[config.mk]
export PLATFORM = sky130hd
export DESIGN_NAME = ipv4_tx_encap
export DESIGN_NICKNAME = d
export VERILOG_FILES = /design/src/rtl/ipv4_pkg.sv /design/src/rtl/ipv4_payload_buf.sv /design/src/rtl/ipv4_tx_encap.sv
export SDC_FILE = /design/constraint.sdc
export NUM_CORES = 1
export LEC_CHECK = 0
export ABC_CLOCK_PERIOD_IN_PS = 2520
export BUFFER_PORTS_ARGS = -buffer_cell sky130_fd_sc_hd__buf_2
export CORE_MARGIN = 8
export CORE_UTILIZATION = 40
export DETAILED_ROUTE_END_ITERATION = 10
export MAX_ROUTING_LAYER = met4
export PLACE_DENSITY = 0.61
export SLEW_MARGIN = 30
export SYNTH_ARGS = -nofsm -noshare
export SYNTH_HDL_FRONTEND = slang
export SYNTH_SLANG_ARGS = --single-unit
[constraint.sdc]
create_clock -name clk -period 2.52 [get_ports clk]
set_input_delay 0.756 -clock clk [delete_from_list [all_inputs] [get_ports clk]]
set_output_delay 0.756 -clock clk [all_outputs]
set_load 0.02 [all_outputs]
[src/rtl/ipv4_pkg.sv]
// Shared constants, FSM state type and checksum helper for the IPv4 transmit encapsulator.
package ipv4_pkg;

  localparam logic [7:0]  IP_VER_IHL    = 8'h45;
  localparam logic [7:0]  IP_TOS        = 8'h00;
  localparam logic [15:0] IP_FLAGS_FRAG = 16'h4000;
  localparam logic [7:0]  IP_PROTO_UDP  = 8'h11;
  localparam int          IP_HDR_LEN    = 20;

  typedef enum logic [2:0] {
    ST_IDLE,
    ST_CAPTURE,
    ST_CSUM,
    ST_HDR,
    ST_PAY,
    ST_DROP
  } ipv4_state_e;

  // One's-complement add: carry out of bit 15 is folded straight back in.
  function automatic logic [16:0] csum_add(input logic [16:0] acc, input logic [15:0] word);
    logic [16:0] s;
    s = {1'b0, acc[15:0]} + {1'b0, word} + {16'b0, acc[16]};
    return {1'b0, s[15:0]} + {16'b0, s[16]};
  endfunction

endpackage

[src/rtl/ipv4_payload_buf.sv]
// Datagram buffer: simple dual-port RAM with synchronous write and a registered read port.
module ipv4_payload_buf #(
  parameter int DEPTH = 64,
  parameter int AW    = $clog2(DEPTH)
) (
  input  logic          clk,
  input  logic          wr_en_i,
  input  logic [AW-1:0] wr_addr_i,
  input  logic [7:0]    wr_data_i,
  input  logic [AW-1:0] rd_addr_i,
  output logic [7:0]    rd_data_o
);

  logic [7:0] mem_q [DEPTH];
  logic [7:0] rd_data_q;

  always_ff @(posedge clk) begin
    if (wr_en_i) begin
      mem_q[wr_addr_i] <= wr_data_i;
    end
    rd_data_q <= mem_q[rd_addr_i];
  end

  assign rd_data_o = rd_data_q;

endmodule

[src/rtl/ipv4_tx_encap.sv]
// Buffers one UDP datagram, computes the IPv4 header checksum, then streams header + datagram.
// Stream handshake: a byte moves when ip_valid & ip_ready on a rising clk; ip_data/ip_last hold until then.
module ipv4_tx_encap
  import ipv4_pkg::*;
#(
  parameter logic [31:0] SRC_IP    = 32'hC0A8_0A02,
  parameter logic [31:0] DST_IP    = 32'hC0A8_0A01,
  parameter logic [7:0]  TTL       = 8'h40,
  parameter int          MAX_BYTES = 64
) (
  input  logic        clk,
  input  logic        rst_n,
  input  logic [7:0]  udp_data,
  input  logic        udp_valid,
  output logic [7:0]  ip_data,
  output logic        ip_valid,
  input  logic        ip_ready,
  output logic        ip_last,
  output logic        busy,
  output logic        drop_pulse,
  output ipv4_state_e dbg_state
);

  localparam int AW = $clog2(MAX_BYTES);
  localparam int CW = $clog2(MAX_BYTES + 1);

  // Reset asserts asynchronously and releases two clocks later, in step with clk.
  logic [1:0] rst_sync_q;
  logic       rst_ni;

  always_ff @(posedge clk or negedge rst_n) begin
    if (!rst_n) rst_sync_q <= 2'b00;
    else        rst_sync_q <= {rst_sync_q[0], 1'b1};
  end
  assign rst_ni = rst_sync_q[1];

  ipv4_state_e   state_q, state_d;
  logic [CW-1:0] cnt_q, cnt_d;
  logic [CW-1:0] pay_idx_q, pay_idx_d;
  logic [3:0]    csum_idx_q, csum_idx_d;
  logic [4:0]    hdr_idx_q, hdr_idx_d;
  logic [16:0]   acc_q, acc_d;
  logic [15:0]   ident_q, ident_d;
  logic          udp_prev_q;
  logic [7:0]    ip_data_q, ip_data_d;
  logic          ip_valid_q, ip_valid_d;
  logic          ip_last_q, ip_last_d;
  logic          drop_q, drop_d;

  logic          wr_en;
  logic [AW-1:0] wr_addr;
  logic [AW-1:0] rd_addr;
  logic [7:0]    rd_data;
  logic          rise;
  logic [15:0]   tot_len;
  logic [15:0]   hdr_w;

  ipv4_payload_buf #(.DEPTH(MAX_BYTES), .AW(AW)) u_buf (
    .clk      (clk),
    .wr_en_i  (wr_en),
    .wr_addr_i(wr_addr),
    .wr_data_i(udp_data),
    .rd_addr_i(rd_addr),
    .rd_data_o(rd_data)
  );

  function automatic logic [15:0] hdr_word(input logic [3:0] idx, input logic [15:0] tot,
                                           input logic [15:0] id, input logic [15:0] cs);
    case (idx)
      4'd0:    return {IP_VER_IHL, IP_TOS};
      4'd1:    return tot;
      4'd2:    return id;
      4'd3:    return IP_FLAGS_FRAG;
      4'd4:    return {TTL, IP_PROTO_UDP};
      4'd5:    return cs;
      4'd6:    return SRC_IP[31:16];
      4'd7:    return SRC_IP[15:0];
      4'd8:    return DST_IP[31:16];
      4'd9:    return DST_IP[15:0];
      default: return 16'h0000;
    endcase
  endfunction

  assign rise    = udp_valid & ~udp_prev_q;
  assign tot_len = 16'(IP_HDR_LEN) + 16'(cnt_q);
  assign hdr_w   = hdr_word(hdr_idx_q[4:1], tot_len, ident_q, ~acc_q[15:0]);

  always_comb begin
    state_d    = state_q;
    cnt_d      = cnt_q;
    pay_idx_d  = pay_idx_q;
    csum_idx_d = csum_idx_q;
    hdr_idx_d  = hdr_idx_q;
    acc_d      = acc_q;
    ident_d    = ident_q;
    ip_data_d  = ip_data_q;
    ip_valid_d = ip_valid_q;
    ip_last_d  = ip_last_q;
    drop_d     = 1'b0;
    wr_en      = 1'b0;
    wr_addr    = cnt_q[AW-1:0];
    rd_addr    = pay_idx_q[AW-1:0];

    case (state_q)
      ST_IDLE: begin
        if (rise) begin
          wr_en   = 1'b1;
          wr_addr = '0;
          cnt_d   = CW'(1);
          state_d = ST_CAPTURE;
        end
      end
      ST_CAPTURE: begin
        if (!udp_valid) begin
          state_d    = ST_CSUM;
          csum_idx_d = 4'd0;
          acc_d      = 17'd0;
        end else if (cnt_q == CW'(MAX_BYTES)) begin
          state_d = ST_DROP;
          drop_d  = 1'b1;
        end else begin
          wr_en = 1'b1;
          cnt_d = cnt_q + CW'(1);
        end
      end
      ST_CSUM: begin
        acc_d      = csum_add(acc_q, hdr_word(csum_idx_q, tot_len, ident_q, 16'h0000));
        csum_idx_d = csum_idx_q + 4'd1;
        if (csum_idx_q == 4'd9) begin
          state_d   = ST_HDR;
          hdr_idx_d = 5'd0;
          pay_idx_d = '0;
        end
      end
      ST_HDR: begin
        if (!ip_valid_q || ip_ready) begin
          ip_valid_d = 1'b1;
          ip_last_d  = 1'b0;
          ip_data_d  = hdr_idx_q[0] ? hdr_w[7:0] : hdr_w[15:8];
          hdr_idx_d  = hdr_idx_q + 5'd1;
          if (hdr_idx_q == 5'd19) state_d = ST_PAY;
        end
      end
      ST_PAY: begin
        if (ip_valid_q && ip_ready && ip_last_q) begin
          ip_valid_d = 1'b0;
          ip_last_d  = 1'b0;
          ident_d    = ident_q + 16'd1;
          state_d    = ST_IDLE;
        end else if ((!ip_valid_q || ip_ready) && (pay_idx_q != cnt_q)) begin
          // rd_data already holds byte pay_idx; prefetch the one after so the next accept is ready.
          ip_valid_d = 1'b1;
          ip_data_d  = rd_data;
          ip_last_d  = (pay_idx_q == cnt_q - CW'(1));
          pay_idx_d  = pay_idx_q + CW'(1);
          rd_addr    = pay_idx_q[AW-1:0] + AW'(1);
        end
      end
      ST_DROP: begin
        if (!udp_valid) state_d = ST_IDLE;
      end
      default: state_d = ST_IDLE;
    endcase

    // A new datagram arriving while a packet is in flight is discarded whole.
    if (rise && (state_q == ST_CSUM || state_q == ST_HDR || state_q == ST_PAY)) begin
      drop_d = 1'b1;
    end
  end

  always_ff @(posedge clk or negedge rst_ni) begin
    if (!rst_ni) begin
      state_q    <= ST_IDLE;
      cnt_q      <= '0;
      pay_idx_q  <= '0;
      csum_idx_q <= 4'd0;
      hdr_idx_q  <= 5'd0;
      acc_q      <= 17'd0;
      ident_q    <= 16'h0000;
      udp_prev_q <= 1'b0;
      ip_data_q  <= 8'h00;
      ip_valid_q <= 1'b0;
      ip_last_q  <= 1'b0;
      drop_q     <= 1'b0;
    end else begin
      state_q    <= state_d;
      cnt_q      <= cnt_d;
      pay_idx_q  <= pay_idx_d;
      csum_idx_q <= csum_idx_d;
      hdr_idx_q  <= hdr_idx_d;
      acc_q      <= acc_d;
      ident_q    <= ident_d;
      udp_prev_q <= udp_valid;
      ip_data_q  <= ip_data_d;
      ip_valid_q <= ip_valid_d;
      ip_last_q  <= ip_last_d;
      drop_q     <= drop_d;
    end
  end

  assign ip_data    = ip_data_q;
  assign ip_valid   = ip_valid_q;
  assign ip_last    = ip_last_q;
  assign drop_pulse = drop_q;
  assign busy       = (state_q == ST_CAPTURE) || (state_q == ST_CSUM) ||
                      (state_q == ST_HDR) || (state_q == ST_PAY);
  assign dbg_state  = state_q;

endmodule

==> out/qor.yml <==
run_status:
  status: "finished, violations left"
  violations: "negative setup slack"
logic_synthesis:
  syn_inst: 2118
  ys_ff_latch: 593
  ys_warn_count: 0
  synthArstFlopShare: 0.1231
  seq_area_frac_synth: 0.6715
  synth_top_area_frac: 0.5947
  synth_edf_count: 512
  avgSynthCellArea_um2: 12.21
  yosys.cell_types.count: 77
  synth.top_cells.by_area: "edfxtp_1, dfrtp_1, nand2_1"
  synth_area_leader_cell: "edfxtp_1"
  synth_area_um2: 25850
  yosys_most_used_dff: "edfxtp_1"
  synth_nets: 2160
timing:
  slew_headroom: 0.4338
  final.setup.worst_slack_ps: -1448
  fmax_mhz: 252.0
  period_needed_ps: 3968
  drv_slew: 0
  finalHoldViolCount: 0
  worst_pin_slew_ps: 849.2
  finalCritPeriodShare: 1.575
  fin_skew_ps: 30.26
  rsz0062_at_grt: "yes"
  setup_viol: 228
power:
  combPwrFrac: 0.459
  vdd_drop_max_v: 0.0007859
  clockPowerShare: 0.231
  netSwitchingPower_uw: 13470
  total_leakage_power_uw: 0.01281
  pwr-share-seq: 0.310
  p_sw_frac: 0.3636
  power.density_nw_per_um2: 1060
  p_total_uw: 37040
  internal-power_uw: 23570
place:
  dp.cells: 3286
  hpwl_um: 49220
  gp_congestion: 0.9297
  io_buffer_count: 26
worst_setup_path:
  critPathMaxFanout: 4
  crit_path_frequent_cell: "ha_4"
  crit_slowest_cell: "dfrtp_2"
  required_ps: 3050
  crit_chain: "inv_2, ha_4, o21ai_2, o21ai_2, a21oi_2, fa_2, fa_2, nand2b_4, a211oi_4, nor4_4, o31ai_4, a221oi_4, nor2b_1, o21ai_1, nand2b_1, ha_4, ha_4, nand2_4, or3_4, a221o_1"
  end_kind: "flop"
  critPathArrivalTime_ps: 4500
  critical-path-max-stage-delay_ps: 430
  path_class: "reg -> reg"
  critPathLaunchType: "flop"
  reg2reg_slack_ps: -1450
cells_and_area:
  final_common_cell: "edfxtp_1"
  drive_above_1_share: 0.3257
  utilization: 0.5439
  fin_cells: 3484
  areaGrowthSynthToFinish_pct: 35.12
  final_cell_mix: "edfxtp_1, nand2_1, buf_4, nand3_1, nor2_1"
  fin_nets: 2619
detailed_routing:
  vias: 19330
  drt_first_iter_violations: 2058
  m1WireLength_um: 32940
  wirelength_um: 78080
  met3_length_um: 5332
  drt_pass1_iterations: 5
  wl_per_cell_um: 22.41
  drc_errors: 0
  wl_met2_um: 37360
  ant_nets: 0
  vias_per_cell: 5.547
  top_layer: "met4"
clock_network:
  clock_path_buffers: 3
  clk_pin_slew_ps: 70
  clock-sinks: 593
  h-tree-depth: 2
  cts_tree: "yes"
  numCtsBuffers: 61
  clk_latency_ps: 660
  cts-root-buf: "clkbuf_16"
floorplanning:
  initial_core_util: 0.4025
  io_pins: 27
  die_area_um2: 73020
  die_w_um: 270.2
  core_area_um2: 64230
  die_y_um: 270.2
  row_count: 93
global_routing:
  grt_pass1_vias: 19040
  grt_max_degree: 65
  grt_pass1_wl_um: 115600
  gr-total-overflow: 0
  grt_usage: 0.2083
  antenna_found_initial: 2
hold_path:
  hold_class: "reg -> async"
run:
  cap_violations: 0
-- cells in the mapped netlist, drive strengths merged, types with 5 or more instances --
library cell and number:
nor2b 13, a221o 5, a41oi 19, nand2b 11
xnor2 45, a31oi 36, nand3 152, xor2 27
nand4 37, clkbuf 64, o21a 5, edfxtp 512
nor3 19, nor4 11, and3 16, nor2 133
a21oi 72, a221oi 8, o211ai 6, a21o 7
and2 8, a211oi 15, dfxtp 8, a21boi 5
o21ai 68, mux4 10, or3 8, mux2i 39
a22o 8, nand4b 5, inv 22, dfrtp 73
buf 55, a32oi 38, nand2 470, o31ai 7
ha 28
-- cell families (layout without fill, tap and decap cells) --
logic type | after synthesis | count (layout) | share of synthesized area
flip-flops | 593 | 593 | 0.6715
AO/OA/AOI/OAI | 326 | 326 | 0.08581
adder cells (fa/ha/maj) | 30 | 30 | 0.01510
buffers and inverters | 141 | 651 | 0.02275
XOR/XNOR | 72 | 72 | 0.02526
AND/OR/NAND/NOR | 903 | 903 | 0.1543
other | 1 | 2 | 0.0001450
multiplexers | 52 | 52 | 0.02512
-- final timing paths --
path	startpoint	endpoint	depth (start not counted)
max	csum_idx_q[1]	acc_q[14]	20
min	rst_sync_q[1]	udp_prev_q	0
max reg2reg	csum_idx_q[1]	acc_q[14]	20
min reg2reg	rst_sync_q[1]	udp_prev_q	0
max in group asynchronous	rst_sync_q[1]	pay_idx_q[2]	1
min in group clk	rst_sync_q[0]	rst_sync_q[1]	0
-- layer usage --
layer	GRT usage	up-vias
li1	-	8777
met1	0.2723	9701
met2	0.3328	710
met3	0.03417	139
met4	0.06453	0
met5	-	-
-- critical path: cells and delay by family, from the launching register on --
kind                       cells  cell delay, ps
AOI/OAI and AO/OA              8            1270
and+or+nand+nor                6             860
DFF                            1             430
adders and majority gates      5            1180
buffers and inverters          1             100
-- final cells by class --
| cell class | count | area (µm²) |
|---|---|---|
| fill | 5282 | 29300 |
| sequential | 593 | 17370 |
| multi-input combinational | 1384 | 9539 |
| timing repair buffer | 515 | 4992 |
| clock buffer | 84 | 1644 |
| tap | 855 | 1070 |
| clock inverter | 30 | 229.0 |
| inverter | 22 | 87.58 |
| antenna | 1 | 2.502 |
-- power by group through the flow --
stage | clock (µW) | combinational, µW | sequential (µW)
finish | 8570 | 17000 | 11500
global route | 9080 | 18100 | 11500
CTS | 8720 | 15300 | 11500
detailed placement | 0 | 13200 | 11600
global placement | 0 | 13100 | 11600
floorplan | 0 | 7300 | 11700
-- state kept, by name, summed over array words and instances, names as in the netlist --
register / cells
acc_q: 17
cnt_q: 7
csum_idx_q: 4
dbg_state: 3
drop_pulse: 1
hdr_idx_q: 5
ident_q: 16
ip_data: 8
ip_last: 1
ip_valid: 1
pay_idx_q: 7
rst_sync_q: 2
u_buf.mem_q: 512
u_buf.rd_data_o: 8
udp_prev_q: 1
-- metrics by stage --
| stage | setup TNS (ps) | area [µm²] | hold WS (ps) | worst slack [ps] |
|---|---|---|---|---|
| global route | -51820 | 34930 | 381.2 | -1605 |
| CTS | -29550 | 33690 | 354.9 | -1453 |
| detailed placement | -79850 | 30320 | 338.8 | -1641 |
| floorplan | -28240 | 26290 | 331.2 | -1602 |
| finish | -38120 | 34930 | 322.5 | -1448 |
| global placement | -71670 | 30320 | 338.5 | -1621 |
-- repair_timing --
| action | in CTS | in global routing |
|---|---|---|
| endpoints found under the setup margin | 367 | 251 |
| endpoints found under the hold margin | 2 | 0 |
| buffers inserted | 49 | 31 |
| hold buffers | 1 | 0 |
| pin swaps | 55 | 89 |
| cloned | 7 | 7 |
| gates resized for setup | 198 | 215 |
Power figures use the tool's default switching activity.
